[config.mk]
export PLATFORM = sky130hd
export DESIGN_NAME = jamma_input_scanner_flat
export DESIGN_NICKNAME = d
export VERILOG_FILES = /design/src/rtl/jamma_input_scanner_if.sv /design/src/rtl/jamma_input_scanner.sv /design/src/flat_wrapper.sv
export SDC_FILE = /design/constraint.sdc
export NUM_CORES = 1
export LEC_CHECK = 0
export ABC_CLOCK_PERIOD_IN_PS = 2550
export BUFFER_PORTS_ARGS = -buffer_cell sky130_fd_sc_hd__buf_2
export CAP_MARGIN = 20
export CELL_PAD_IN_SITES_DETAIL_PLACEMENT = 2
export CELL_PAD_IN_SITES_GLOBAL_PLACEMENT = 2
export CORE_UTILIZATION = 41
export CTS_CLUSTER_DIAMETER = 50
export DETAILED_ROUTE_END_ITERATION = 10
export GPL_TIMING_DRIVEN = 1
export PLACE_DENSITY = 0.94
export SYNTH_ARGS = -nofsm -noshare
export SYNTH_HDL_FRONTEND = slang
export SYNTH_SLANG_ARGS = --single-unit
export TNS_END_PERCENT = 50
[constraint.sdc]
create_clock -name clk -period 2.55 [get_ports clk]
set_input_delay 0.3825 -clock clk [delete_from_list [all_inputs] [get_ports clk]]
set_output_delay 0.3825 -clock clk [all_outputs]
set_load 0.1 [all_outputs]
[src/rtl/jamma_input_scanner_if.sv]
// Board-pin and core-side signal bundle for jamma_input_scanner.
// master drives the pins and scan enable; slave is the scanner itself.
interface jamma_input_scanner_if;
  logic       ena;
  logic [7:0] jjoy;
  logic [1:0] jcoin;
  logic [5:0] local_joy;
  logic       jselect;
  logic [7:0] joy1;
  logic [7:0] joy2;
  logic [1:0] coin;
  logic       scan_done;

  modport master (
    output ena, jjoy, jcoin, local_joy,
    input  jselect, joy1, joy2, coin, scan_done
  );

  modport slave (
    input  ena, jjoy, jcoin, local_joy,
    output jselect, joy1, joy2, coin, scan_done
  );
endinterface

[src/rtl/jamma_input_scanner.sv]
// JAMMA input mux scanner: alternates P1/P2 select, settles, samples the shared bus.
// Define JAMMA_DEBOUNCE_EN to build the per-slot debounce (DEBOUNCE identical samples).
module jamma_input_scanner #(
  parameter int unsigned SETTLE   = 4,
  parameter int unsigned DEBOUNCE = 3
) (
  input logic                   clk,
  input logic                   reset,
  jamma_input_scanner_if.slave  bus
);

  if (SETTLE < 2 || SETTLE > 255) begin : g_bad_settle
    $error("jamma_input_scanner: SETTLE must be 2..255");
  end
  if (DEBOUNCE < 1 || DEBOUNCE > 15) begin : g_bad_debounce
    $error("jamma_input_scanner: DEBOUNCE must be 1..15");
  end

  localparam logic [7:0] SETTLE_C = 8'(SETTLE);

  typedef enum logic {
    S_P1 = 1'b0,
    S_P2 = 1'b1
  } state_t;

  state_t     state, state_nxt;
  logic [7:0] cnt, cnt_nxt;
  logic       take_p1, take_p2;

  logic [7:0] jjoy_m, jjoy_s;
  logic [1:0] jcoin_m, jcoin_s;
  logic [5:0] local_m, local_s;
  logic [7:0] raw1, raw2;
  logic [1:0] rawc;
  logic [7:0] joy1_q, joy2_q;
  logic [1:0] coin_q;
  logic       scan_done_q;

  // Two-flop synchronisers run every clk, regardless of ena.
  always_ff @(posedge clk or posedge reset) begin
    if (reset) begin
      jjoy_m  <= '1;
      jjoy_s  <= '1;
      jcoin_m <= '1;
      jcoin_s <= '1;
      local_m <= '1;
      local_s <= '1;
    end else begin
      jjoy_m  <= bus.jjoy;
      jjoy_s  <= jjoy_m;
      jcoin_m <= bus.jcoin;
      jcoin_s <= jcoin_m;
      local_m <= bus.local_joy;
      local_s <= local_m;
    end
  end

  always_ff @(posedge clk or posedge reset) begin
    if (reset) begin
      state <= S_P1;
      cnt   <= '0;
    end else begin
      state <= state_nxt;
      cnt   <= cnt_nxt;
    end
  end

  always_comb begin
    state_nxt = state;
    cnt_nxt   = cnt;
    take_p1   = 1'b0;
    take_p2   = 1'b0;
    if (bus.ena) begin
      if (cnt == SETTLE_C) begin
        cnt_nxt   = '0;
        take_p1   = (state == S_P1);
        take_p2   = (state == S_P2);
        state_nxt = (state == S_P1) ? S_P2 : S_P1;
      end else begin
        cnt_nxt = cnt + 8'd1;
      end
    end
  end

  assign raw1 = jjoy_s & {2'b11, local_s};
  assign raw2 = jjoy_s;
  assign rawc = jcoin_s;

  always_ff @(posedge clk or posedge reset) begin
    if (reset) scan_done_q <= 1'b0;
    else       scan_done_q <= take_p2;
  end

`ifdef JAMMA_DEBOUNCE_EN
  localparam logic [4:0] DB_C = 5'(DEBOUNCE);

  logic [7:0] last1, last2;
  logic [1:0] lastc;
  logic [3:0] run1, run2, runc;
  logic [3:0] run1_n, run2_n, runc_n;

  function automatic logic [3:0] run_next(input logic same, input logic [3:0] run);
    if (!same) return '0;
    return (run == 4'hF) ? run : run + 4'd1;
  endfunction

  always_comb begin
    run1_n = run_next(raw1 == last1, run1);
    run2_n = run_next(raw2 == last2, run2);
    runc_n = run_next(rawc == lastc, runc);
  end

  // Output loads once the post-compare run shows DEBOUNCE matching samples.
  always_ff @(posedge clk or posedge reset) begin
    if (reset) begin
      last1  <= '1;
      last2  <= '1;
      lastc  <= '1;
      run1   <= '0;
      run2   <= '0;
      runc   <= '0;
      joy1_q <= '1;
      joy2_q <= '1;
      coin_q <= '1;
    end else begin
      if (take_p1) begin
        last1 <= raw1;
        run1  <= run1_n;
        lastc <= rawc;
        runc  <= runc_n;
        if ({1'b0, run1_n} + 5'd1 >= DB_C) joy1_q <= raw1;
        if ({1'b0, runc_n} + 5'd1 >= DB_C) coin_q <= rawc;
      end
      if (take_p2) begin
        last2 <= raw2;
        run2  <= run2_n;
        if ({1'b0, run2_n} + 5'd1 >= DB_C) joy2_q <= raw2;
      end
    end
  end
`else
  always_ff @(posedge clk or posedge reset) begin
    if (reset) begin
      joy1_q <= '1;
      joy2_q <= '1;
      coin_q <= '1;
    end else begin
      if (take_p1) begin
        joy1_q <= raw1;
        coin_q <= rawc;
      end
      if (take_p2) joy2_q <= raw2;
    end
  end
`endif

  assign bus.jselect   = (state == S_P2);
  assign bus.joy1      = joy1_q;
  assign bus.joy2      = joy2_q;
  assign bus.coin      = coin_q;
  assign bus.scan_done = scan_done_q;

endmodule

[src/flat_wrapper.sv]
// flat-port wrapper written by rule: the top's interface ports become plain ports
module jamma_input_scanner_flat 
#(
  parameter int unsigned SETTLE   = 4,
  parameter int unsigned DEBOUNCE = 3
)
  (clk, reset, bus_ena, bus_jjoy, bus_jcoin, bus_local_joy, bus_jselect, bus_joy1, bus_joy2, bus_coin, bus_scan_done);
  jamma_input_scanner_if bus_i ();
  input logic clk;
  input logic reset;
  input wire logic [$bits(bus_i.ena)-1:0] bus_ena;
  input wire logic [$bits(bus_i.jjoy)-1:0] bus_jjoy;
  input wire logic [$bits(bus_i.jcoin)-1:0] bus_jcoin;
  input wire logic [$bits(bus_i.local_joy)-1:0] bus_local_joy;
  output wire logic [$bits(bus_i.jselect)-1:0] bus_jselect;
  output wire logic [$bits(bus_i.joy1)-1:0] bus_joy1;
  output wire logic [$bits(bus_i.joy2)-1:0] bus_joy2;
  output wire logic [$bits(bus_i.coin)-1:0] bus_coin;
  output wire logic [$bits(bus_i.scan_done)-1:0] bus_scan_done;
  assign bus_i.ena = bus_ena;
  assign bus_i.jjoy = bus_jjoy;
  assign bus_i.jcoin = bus_jcoin;
  assign bus_i.local_joy = bus_local_joy;
  assign bus_jselect = bus_i.jselect;
  assign bus_joy1 = bus_i.joy1;
  assign bus_joy2 = bus_i.joy2;
  assign bus_coin = bus_i.coin;
  assign bus_scan_done = bus_i.scan_done;
  jamma_input_scanner #(.SETTLE(SETTLE), .DEBOUNCE(DEBOUNCE)) u_core (.clk(clk), .reset(reset), .bus(bus_i));
endmodule
# After elaboration in Yosys (flattened, before gate mapping)
# Cells that the tools add are included.
dict set report word_totals {
  out_inout_bits 20
  memories 0
  input_bits 19
  latch_bits 0
  regBits 60
  rom_bits 0
  ram_bits 0
  word_cells 23
}
dict set report classes {
  n_addsub 1
  magnitude_cmp 0
  div 0
  mul 0
  eq_ne 1
  muxes 6
  bitwise 2
  shift 0
  n_reduce_logical 1
}
# op n
set op_table {}
lappend op_table {{$add A8 B1 Y8 const B} 1}
lappend op_table {{$and A8 B8 Y8} 1}
lappend op_table {{$eq A8 B3 Y1 const B} 1}
lappend op_table {{$mux W8} 1}
lappend op_table {{$mux W1} 5}
lappend op_table {{$reduce_and A2 Y1} 1}
lappend op_table {{$not A1 Y1} 1}

# Depth between registers and ports, before layout
# Gate-level depths: netlist of run 1.
dict set report logic_depth {
  depth_word 3
  depth_mapped 6
  ltp_nobuf 6
}

# Least setup slack after synthesis of run 1
# OpenSTA, ideal clock, no wires.
dict set report synth_path {
  path_kind {flip-flop to flip-flop}
  from {reg u_core.state (netlist: u_core.bus.jselect)}
  to {reg u_core.joy2_q[0] (netlist: u_core.bus.joy2[0])}
  stages_incl_launch_ff 4
  path_slack_ns 0.707
  synth_period_minus_slack_ns 1.843
  arrival_ns 1.761
  required_time_ns 2.468
  setup_ns 0.082
  path_buffers 0
  cell_sequence {dfrtp_1 nand3_1 clkinv_1 mux2_2}
}
dict set report synth_via {
  elab_chain_len 2
}
# element line
set synth_rtl {}
lappend synth_rtl {{start, declared} jamma_input_scanner.sv:26} ;# state_t state, state_nxt;
lappend synth_rtl {{start signal, assigned} jamma_input_scanner.sv:63} ;# state <= state_nxt;
lappend synth_rtl {{$mux W1} jamma_input_scanner.sv:74} ;# if (cnt == SETTLE_C) begin
lappend synth_rtl {{$mux W1} jamma_input_scanner.sv:73} ;# if (bus.ena) begin
lappend synth_rtl {{via u_core.take_p2} jamma_input_scanner.sv:28} ;# logic take_p1, take_p2;
lappend synth_rtl {{end signal, assigned} jamma_input_scanner.sv:152} ;# if (take_p2) joy2_q <= raw2;
lappend synth_rtl {{end, declared} jamma_input_scanner.sv:35} ;# logic [7:0] joy1_q, joy2_q;
# The timed path passes the listed nets, and every way through them passes these cells.
# A chain may end at the register's enable or synchronous reset.

# Final worst setup path of run 1
dict set report layout_path {
  from {reg u_core.cnt[6]}
  to {reg u_core.joy1_q[7] (netlist: u_core.bus.joy1[7])}
}
dict set report layout_via {
  elab_chain_len 3
}
# element line
set layout_rtl {}
lappend layout_rtl {{start, declared} jamma_input_scanner.sv:27} ;# logic [7:0] cnt, cnt_nxt;
lappend layout_rtl {{start signal, assigned} jamma_input_scanner.sv:64} ;# cnt <= cnt_nxt;
lappend layout_rtl {{$eq A8 B3 Y1} jamma_input_scanner.sv:74}
lappend layout_rtl {{$mux W1} jamma_input_scanner.sv:74}
lappend layout_rtl {{$mux W1} jamma_input_scanner.sv:73}
lappend layout_rtl {{end signal, assigned} jamma_input_scanner.sv:149} ;# joy1_q <= raw1;
lappend layout_rtl {{end, declared} jamma_input_scanner.sv:35}
# No other way between the ends.

==> reports/qor.yml, run 1 <==
route:
  vias: 1181
  wl_um: 4510
  wire_per_inst_um: 17.90
  drt-initial-drc-count: 35
  ant_nets: 0
  dr.pass1.iters: 4
  drcViolationCount: 0
  vias_per_cell: 4.687
critical_path:
  end_kind: "flip-flop"
  arrival_ns: 2.08
  crit_buf_inv: 1
  worstSetupPathType: "reg -> reg"
  crit_slowest_cell: "or4_4"
  reg2regPathDepth: 4
  path_cells: "or4_4 > nor3_2 > buf_4 > mux2_4"
  cp_max_fo: 10
  slowest_delay_ns: 0.58
  path_delay_family: "simple AND/OR/NAND/NOR gates"
  reg2reg_slack_ns: 0.73
  r2r-start: "u_core.cnt[6]"
  crit_path_start: "u_core.cnt[6]"
  start_kind: "flip-flop"
  rr_endpoint: "u_core.bus.joy1[7]"
  cp.required_ns: 2.81
cts:
  h-tree-depth: 3
  clkTransAtPathRegs_ns: 0.06
  numCtsBuffers: 9
  cts_tree: "yes"
  cts_sinks: 60
  clockBufferDepth: 2
  clockRootBuffer: "clkbuf_8"
  cts_hold_buf: 0
  post_cts_resized: 0
  post_cts_buffers: 0
  insertion_delay_ns: 0.34
synthesis:
  post-synth-top-area-fraction_pct: 62.84
  synth_ff_type: "dfstp_2"
  ys_top_cells_by_area: "dfstp_2, dfrtp_1, mux2_2, mux2i_1, mux2_4"
  yosysSeqAreaShare_pct: 74.81
  synthesis.nets: 152
  syn_inst: 131
  synthTopCellsByCount: "dfstp_2, nand2_1, dfrtp_1, inv_1, mux2_2"
  yosysMostFrequentCell: "dfstp_2"
  synth_top_cell_by_area: "dfstp_2"
  async_flop_share_pct: 100.0
  postSynthAreaPerCell_um2: 15.96
  ys_types: 27
  yosys_warnings: 0
  synthesis.area_um2: 2091
  synth_seq_cells: 60
  synth_edf_count: 0
finish:
  final_area_um2: 2541
  multi_input_area_um2: 470.5
  nets: 202
  fill_cells: 472
  area_delta_synth_final_pct: 21.54
  ff_latch_area_um2: 1564
  antennaDiodeCount: 0
  drive_above_1_share_pct: 65.95
timing:
  fin_crit_sh_pct: 71.20
  setup_viol: 0
  rsz0062_at_grt: "no"
  slew_viol_final: 0
  setup_slack_ns: 0.7343
  maxSlewHeadroom_pct: 66.77
  whs_ns: 0.1391
  hold_violations: 0
  min_period_ns: 1.816
  worstMarginPinSlew_ns: 0.5020
  timing.fmax_ghz: 0.5507
  setup_tns_ns: 0
  final.setup_skew_ns: 0.004459
die:
  die-area_um2: 5389
  ios: 39
  initial_core_util_pct: 43.40
  num_rows: 25
  die_y_um: 73.41
  die_x_um: 73.41
  coreArea_um2: 4817
placed_design:
  port_buffers: 38
  place.gp.congestion: 0.7943
  hpwl_um: 3323
  post-place-ws_ns: 0.7148
  place_area_um2: 2372
global_routing:
  antenna_found_initial: 0
  grt_start_max_net_pins: 30
  overflow: 0
  grt_usage_pct: 19.74
  grt_pass1_vias: 1368
  grt_pass1_wl_um: 7155
worst_hold_path:
  min_from: "bus_jjoy[0]"
  hold_class: "in -> reg"
  whs_endpoint: "u_core.jjoy_m[0]"
  holdPathStages: 1
outcome:
  status: "complete, no violations"
run:
  cap_viol_max_count: 0
cell usage in the layout (no fill, tap or decap), drive strengths merged, types with 3 or more instances in the layout:
master  instances
mux2i           7
nand2          11
clkinv          3
xor2            3
mux2           13
buf            41
nor2            4
dfstp          50
clkbuf         13
dfrtp          10
inv            10
worst reg2reg max path, cell delays in order, from the launching register on:
cell and delay (ns):
dfrtp_1 0.43, or4_4 0.58, nor3_2 0.17, buf_4 0.24, mux2_4 0.33
state kept, by name (all words and copies together), names as in the netlist:
| name | count |
|---|---|
| u_core.bus.joy1 | 8 |
| u_core.bus.coin | 2 |
| u_core.jjoy_m | 8 |
| u_core.bus.joy2 | 8 |
| u_core.cnt | 8 |
| u_core.local_s | 6 |
| u_core.bus.jselect | 1 |
| u_core.jcoin_s | 2 |
| u_core.bus.scan_done | 1 |
| u_core.local_m | 6 |
| u_core.jcoin_m | 2 |
| u_core.jjoy_s | 8 |
per-layer routing:
layer | vias up | GRT usage, % | wire [µm]
li1 | 528 | - | -
met1 | 612 | 21.44 | 1753
met2 | 29 | 33.23 | 2482
met3 | 12 | 7.956 | 153
met4 | 0 | 10.26 | 121
met5 | - | 0 | 0
worst max-delay path by stage:
stage / end / slack, ns / cells after the start
6_report: u_core.bus.joy1[7] / 0.73 / 4
5_1_grt: u_core.bus.joy2[3] / 0.63 / 6
4_1_cts: u_core.bus.joy1[7] / 0.72 / 4
3_5_place_dp: u_core.bus.joy1[7] / 0.71 / 4
3_3_place_gp: u_core.bus.coin[1] / 0.81 / 4
2_1_floorplan: u_core.bus.joy2[0] / 0.71 / 3
per-stage QoR:
step	std cells	util (%)
2_1_floorplan	131	-
3_3_place_gp	237	49.25
3_5_place_dp	237	49.25
4_1_cts	252	52.75
5_1_grt	252	52.75
6_report	252	52.75
logic make-up (layout without fill, tap and decap cells):
group,Yosys count,after routing,share of synthesized area (%)
buffers and inverters,13,67,2.693
DFF,60,60,74.81
adders and majority gates,2,2,1.197
AOI/OAI and AO/OA,4,4,1.257
and+or+nand+nor,27,27,6.882
muxes,20,20,11.07
xor gates and xnor gates,5,5,2.095
layout make-up:
type                            count  share of cell area, %
Sequential cell                    60                  61.55
Multi-Input combinational cell     58                  18.51
Timing Repair Buffer               41                  8.370
Clock buffer                       13                  6.253
Tap cell                           67                  3.299
Inverter                           11                  1.625
Clock inverter                      2                 0.3939
Power of run 1 is not shown: default switching activity piles up to over one toggle a cycle in this logic, so the estimate is an artifact.
==> run 2, diff against run 1 <==
--- a/config.mk
+++ b/config.mk
@@ -5,16 +5,16 @@
 export SDC_FILE = /design/constraint.sdc
 export NUM_CORES = 1
 export LEC_CHECK = 0
-export ABC_CLOCK_PERIOD_IN_PS = 2550
+export ABC_CLOCK_PERIOD_IN_PS = 1700
 export BUFFER_PORTS_ARGS = -buffer_cell sky130_fd_sc_hd__buf_2
 export CAP_MARGIN = 20
 export CELL_PAD_IN_SITES_DETAIL_PLACEMENT = 2
 export CELL_PAD_IN_SITES_GLOBAL_PLACEMENT = 2
-export CORE_UTILIZATION = 41
+export CORE_UTILIZATION = 38
 export CTS_CLUSTER_DIAMETER = 50
 export DETAILED_ROUTE_END_ITERATION = 10
 export GPL_TIMING_DRIVEN = 1
-export PLACE_DENSITY = 0.94
+export PLACE_DENSITY = 0.89
 export SYNTH_ARGS = -nofsm -noshare
 export SYNTH_HDL_FRONTEND = slang
 export SYNTH_SLANG_ARGS = --single-unit
==> constraint.sdc (replaced) <==
create_clock -name clk -period 1.7 [get_ports clk]
set_input_delay 0.255 -clock clk [delete_from_list [all_inputs] [get_ports clk]]
set_output_delay 0.255 -clock clk [all_outputs]
set_load 0.1 [all_outputs]
==> run 2 against run 1 <==
Net effect:
- the flow now finishes with violations (setup timing)
- first-iteration DRC count is 110% higher
- cell area is 15% higher
- utilization is 3.2 points higher
- flip-flop and latch count stayed put
- highest routed layer unchanged
- clock-buffer cell count is 1 lower
==> reports/qor.yml, run 2 (synthesis results as in run 1) <==
route:
  vias: 1364  # was 1,181
  dr.pass1.iters: 4  # unchanged
  vias_per_cell: 4.820  # was 4.687
  wl_um: 6676  # was 4510 µm
  drcViolationCount: 0  # unchanged
  drt-initial-drc-count: 72  # was 35
  ant_nets: 0  # unchanged
  wire_per_inst_um: 23.59  # was 17.90 µm
timing:
  min_period_ns: 1.839  # was 1.816 ns
  fin_crit_sh_pct: 108.2  # was 71.20%
  setup_slack_ns: -0.1390  # was 0.7343 ns
  final.setup_skew_ns: 0.01132  # was 0.004459 ns
  setup_viol: 11  # was 0
  rsz0062_at_grt: "yes"  # was no
  setup_tns_ns: -0.8433  # was 0 ns
  maxSlewHeadroom_pct: 66.76  # was 66.77%
  timing.fmax_ghz: 0.5438  # was 0.5507 GHz
  slew_viol_final: 0  # unchanged
  worstMarginPinSlew_ns: 0.4978  # was 0.5020 ns
  hold_violations: 0  # unchanged
die:
  die-area_um2: 5803  # was 5389 µm²
  initial_core_util_pct: 40.17  # was 43.40%
  ios: 39  # unchanged
  die_y_um: 76.18  # was 73.41 µm
  coreArea_um2: 5205  # was 4817 µm²
  num_rows: 26  # was 25
  die_x_um: 76.18  # was 73.41 µm
critical_path:
  cp_max_fo: 6  # was 10
  crit_path_start: "u_core.cnt[1]"  # was u_core.cnt[6]
  arrival_ns: 2.09  # was 2.08 ns
  crit_end: "u_core.bus.joy1[2]"  # was u_core.bus.joy1[7]
  worstSetupPathType: "reg -> reg"  # unchanged
  end_kind: "flip-flop"  # unchanged
  r2r-start: "u_core.cnt[1]"  # was u_core.cnt[6]
  slowest_delay_ns: 0.39  # was 0.58 ns
  reg2reg_slack_ns: -0.14  # was 0.73 ns
  start_kind: "flip-flop"  # unchanged
  cp.required_ns: 1.96  # was 2.81 ns
  reg2regPathDepth: 7  # was 4
  crit_slowest_cell: "dfrtp_1"  # was or4_4
  rr_endpoint: "u_core.bus.joy1[2]"  # was u_core.bus.joy1[7]
  path_cells: "inv_1 > ha_2 > nand4b_1 > nor3_4 > buf_6 > buf_4 > mux2i_1"  # was or4_4 > nor3_2 > buf_4 > mux2_4
cts:
  h-tree-depth: 3  # unchanged
  cts_sinks: 60  # unchanged
  numCtsBuffers: 9  # unchanged
  clkTransAtPathRegs_ns: 0.07  # was 0.06 ns
  clockRootBuffer: "clkbuf_8"  # unchanged
  clockBufferDepth: 2  # unchanged
  insertion_delay_ns: 0.35  # was 0.34 ns
  cts_tree: "yes"  # unchanged
global_routing:
  overflow: 0  # unchanged
  grt_pass1_vias: 1615  # was 1,368
  grt_pass1_wl_um: 9591  # was 7155 µm
  grt_start_max_net_pins: 29  # was 30
  grt_usage_pct: 23.87  # was 19.74%
  antenna_found_initial: 0  # unchanged
worst_hold_path:
  hold_class: "in -> reg"  # unchanged
finish:
  final_common_cell: "dfstp_2"  # unchanged
  antennaDiodeCount: 0  # unchanged
  area_delta_synth_final_pct: 39.32  # was 21.54%
  mostFrequentLayoutCells: "dfstp_2, buf_2, dlygate4sd3_1"  # was dfstp_2, buf_2, nand2_1, clkbuf_8, dfrtp_1
  fin_util_pct: 55.96  # was 52.75%
  nets: 229  # was 202
  drive_above_1_share_pct: 67.61  # was 65.95%
placed_design:
  port_buffers: 38  # unchanged
  place.gp.congestion: 0.7761  # was 0.7943
  hpwl_um: 3611  # was 3323 µm
outcome:
  status: "complete, but fails checks"  # was complete, no violations
  violations: "setup timing"
run:
  cap_viol_max_count: 0  # unchanged
## run 2: cell count changes in the layout (fill, tap and decap cells not counted), sizes merged
cell | previous run | this run
buf | 41 | 52
clkbuf | 13 | 12
dlygate4sd3 | 0 | 16
bufinv | 0 | 1
clkinv | 3 | 2
clkinvlp | 0 | 2
## run 2: timing repair
action | CTS | global route
endpoints found under the hold margin | 20 | 4
buffers inserted | 3 | 1
pin swaps | 2 | 1
hold buffers | 12 | 4
gates resized for setup | 8 | 7
setup endpoints to repair | 11 | 18
## run 2: metal layers
| metal | GRT usage, % | part of all wire [%] | wire length [µm] | vias to the layer above |
|---|---|---|---|---|
| met5 | 0 | 0 | 0 | - |
| met4 | 10.19 | 3.2 | 211 | 0 |
| met3 | 7.665 | 2.9 | 195 | 20 |
| met2 | 45.36 | 57 | 3808 | 37 |
| met1 | 23.56 | 37 | 2459 | 722 |
| li1 | - | - | - | 585 |
## run 2: worst min path at each step
stage                             from                 to  cells after the start
after floorplan           bus_jcoin[0]  u_core.jcoin_m[0]                      0
after global placement           reset      u_core.cnt[7]                      2
after detailed placement         reset      u_core.cnt[2]                      2
after CTS                  bus_jjoy[4]   u_core.jjoy_m[4]                      1
after global routing      bus_jcoin[1]  u_core.jcoin_m[1]                      1
final                     bus_jcoin[1]  u_core.jcoin_m[1]                      1
## run 2: layout make-up
class	count	area [µm²]
Multi-Input combinational cell	58	528.0
Clock inverter	4	47.55
Inverter	11	45.04
Sequential cell	60	1565
Timing Repair Buffer	68	484.2
Fill cell	487	2292
Clock buffer	12	155.1
Tap cell	70	87.58
## run 2: metrics by stage
step	instance area (µm²)	setup slack (ns)	hold slack (ns)	std cells
final	2913	-0.1390	0.02817	283
after global routing	2913	-0.1866	0.009946	283
after CTS	2820	-0.05206	0.001350	278
after detailed placement	2455	-0.1383	0.2909	247
after global placement	2455	0.02351	0.2804	247
after floorplan	2092	-0.08232	0.2595	131
## run 2: worst max-delay path, delay by kind of cell, from the launching register on
| family | cells | cell delay (ns) |
|---|---|---|
| muxes | 1 | 0.25 |
| adders and majority gates | 1 | 0.21 |
| DFF | 1 | 0.39 |
| buffers and inverters | 3 | 0.41 |
| and+or+nand+nor | 2 | 0.49 |
Power of run 2 is left out for the same reason.
==> run 3, diff against run 2 <==
--- a/config.mk
+++ b/config.mk
@@ -5,16 +5,14 @@
 export SDC_FILE = /design/constraint.sdc
 export NUM_CORES = 1
 export LEC_CHECK = 0
-export ABC_CLOCK_PERIOD_IN_PS = 1700
+export ABC_CLOCK_PERIOD_IN_PS = 1650
 export BUFFER_PORTS_ARGS = -buffer_cell sky130_fd_sc_hd__buf_2
 export CAP_MARGIN = 20
-export CELL_PAD_IN_SITES_DETAIL_PLACEMENT = 2
-export CELL_PAD_IN_SITES_GLOBAL_PLACEMENT = 2
-export CORE_UTILIZATION = 38
+export CORE_UTILIZATION = 48
 export CTS_CLUSTER_DIAMETER = 50
 export DETAILED_ROUTE_END_ITERATION = 10
 export GPL_TIMING_DRIVEN = 1
-export PLACE_DENSITY = 0.89
+export PLACE_DENSITY = 0.85
 export SYNTH_ARGS = -nofsm -noshare
 export SYNTH_HDL_FRONTEND = slang
 export SYNTH_SLANG_ARGS = --single-unit
==> constraint.sdc (replaced) <==
create_clock -name clk -period 1.65 [get_ports clk]
set_input_delay 0.2475 -clock clk [delete_from_list [all_inputs] [get_ports clk]]
set_output_delay 0.2475 -clock clk [all_outputs]
set_load 0.1 [all_outputs]
==> run 3 against run 2 <==
Net effect:
- the run now ends clean
- setup slack improved by 0.17 ns
- sequential share of layout area increased by 3.5 points
- critical path type unchanged
- flip-flop and latch count unchanged
- critical path depth decreased by 3
- hold slack got worse by 0.012 ns
==> reports/qor.yml, run 3 (synthesis results as in run 1) <==
route:
  dr.pass1.iters: 4  # unchanged
  vias_per_cell: 4.944  # was 4.820
  vias: 1246  # was 1,364
  wl_um: 3693  # was 6676 µm
  drcViolationCount: 0  # unchanged
  wire_per_inst_um: 14.65  # was 23.59 µm
  ant_nets: 0  # unchanged
  drt-initial-drc-count: 69  # was 72
critical_path:
  cp_max_fo: 6  # unchanged
  end_kind: "flip-flop"  # unchanged
  arrival_ns: 1.88  # was 2.09 ns
  worstSetupPathType: "reg -> reg"  # unchanged
  start_kind: "flip-flop"  # unchanged
  cp.required_ns: 1.90  # was 1.96 ns
  r2r-start: "u_core.cnt[6]"  # was u_core.cnt[1]
  crit_path_start: "u_core.cnt[6]"  # was u_core.cnt[1]
global_routing:
  grt_start_max_net_pins: 61  # was 29
  overflow: 0  # unchanged
  grt_pass1_wl_um: 5782  # was 9591 µm
  antenna_found_initial: 0  # unchanged
  grt_pass1_vias: 1274  # was 1,615
  grt_usage_pct: 18.28  # was 23.87%
die:
  ios: 39  # unchanged
  die_y_um: 68  # was 76.18 µm
  initial_core_util_pct: 51.16  # was 40.17%
  die-area_um2: 4624  # was 5803 µm²
  coreArea_um2: 4086  # was 5205 µm²
  num_rows: 23  # was 26
  die_x_um: 68  # was 76.18 µm
cts:
  insertion_delay_ns: 0.33  # was 0.35 ns
  cts_tree: "yes"  # unchanged
  clkTransAtPathRegs_ns: 0.06  # was 0.07 ns
  numCtsBuffers: 9  # unchanged
  clockBufferDepth: 2  # unchanged
  clockRootBuffer: "clkbuf_8"  # unchanged
  cts_sinks: 60  # unchanged
  h-tree-depth: 3  # unchanged
run:
  cap_viol_max_count: 0  # unchanged
outcome:
  status: "complete, no violations"  # was complete, but fails checks
finish:
  nets: 218  # was 229
  final_common_cell: "dfstp_2"  # unchanged
  fill_cells: 279  # was 487
  mostFrequentLayoutCells: "dfstp_2, buf_2, clkbuf_8, buf_4, nand2_1"  # was dfstp_2, buf_2, dlygate4sd3_1
  multi_input_area_um2: 520.5  # was 528.0 µm²
  antennaDiodeCount: 0  # unchanged
  final_area_um2: 2733  # was 2913 µm²
  fin_util_pct: 66.87  # was 55.96%
  ff_latch_area_um2: 1565  # unchanged
  area_delta_synth_final_pct: 30.70  # was 39.32%
  drive_above_1_share_pct: 69.80  # was 67.61%
worst_hold_path:
  min_from: "bus_jjoy[7]"  # was bus_jcoin[1]
  hold_class: "in -> reg"  # unchanged
placed_design:
  hpwl_um: 2402  # was 3611 µm
  port_buffers: 38  # unchanged
  place_area_um2: 2425  # was 2455 µm²
  place.gp.congestion: 0.7799  # was 0.7761
  post-place-ws_ns: -0.03403  # was -0.1383 ns
timing:
  rsz0062_at_grt: "yes"  # unchanged
  setup_slack_ns: 0.02761  # was -0.1390 ns
  min_period_ns: 1.622  # was 1.839 ns
  worstMarginPinSlew_ns: 0.4957  # was 0.4978 ns
  hold_violations: 0  # unchanged
  fin_crit_sh_pct: 98.33  # was 108.2%
  maxSlewHeadroom_pct: 67.18  # was 66.76%
  slew_viol_final: 0  # unchanged
  timing.fmax_ghz: 0.6164  # was 0.5438 GHz
  setup_tns_ns: 0  # was -0.8433 ns
  final.setup_skew_ns: 0.005843  # was 0.01132 ns
  setup_viol: 0  # was 11
## run 3: cell types whose count changed in the layout (fill, tap and decap cells not counted), sizes merged
| cell | previous run | this run |
|---|---|---|
| bufinv | 1 | 0 |
| clkbuf | 12 | 15 |
| clkinv | 2 | 1 |
| clkinvlp | 2 | 0 |
| dlygate4sd3 | 16 | 5 |
| inv | 10 | 11 |
## run 3: stage by stage
step           hold WS, ns  cells
2_1_floorplan       0.2520    131
3_3_place_gp        0.3126    228
3_5_place_dp        0.3232    228
4_1_cts           0.004055    247
5_1_grt          0.0005575    252
6_report           0.01652    252
## run 3: per-layer routing
| layer | track usage, % | wire length (µm) |
|---|---|---|
| met3 | 9.167 | 221 |
| met5 | 0 | 0 |
| met2 | 30.15 | 1987 |
| met4 | 7.292 | 53 |
| met1 | 19.91 | 1431 |
## run 3: layout make-up
type | instances | area share, %
Clock buffer | 15 | 6.456
Tap cell | 50 | 2.289
Inverter | 11 | 1.511
Sequential cell | 60 | 57.28
Timing Repair Buffer | 57 | 13.23
Multi-Input combinational cell | 58 | 19.05
Clock inverter | 1 | 0.1832
## run 3: critical path: stages, from the launching register on
cell	delay [ns]
dfrtp_1	0.38
or4_4	0.56
nor3_4	0.15
buf_6	0.16
mux2_4	0.30
## run 3: repair_timing
item,in CTS,in global routing
hold endpoints to repair,10,4
setup endpoints to repair,10,14
gates resized for setup,4,8
pin swaps,1,1
buffers inserted,2,1
hold buffers,1,4
## run 3: final timing paths
kind,to,slack [ns],depth (start not counted)
min in group asynchronous,u_core.bus.scan_done,0.52,4
max in group asynchronous,u_core.local_m[5],0.82,4
worst min register to register,u_core.local_s[5],0.35,0
worst max register to register,u_core.bus.coin[1],0.03,4
worst max-delay path,u_core.bus.coin[1],0.03,4
worst min-delay path,u_core.jjoy_m[7],0.02,1
Power of run 3 is left out for the same reason.
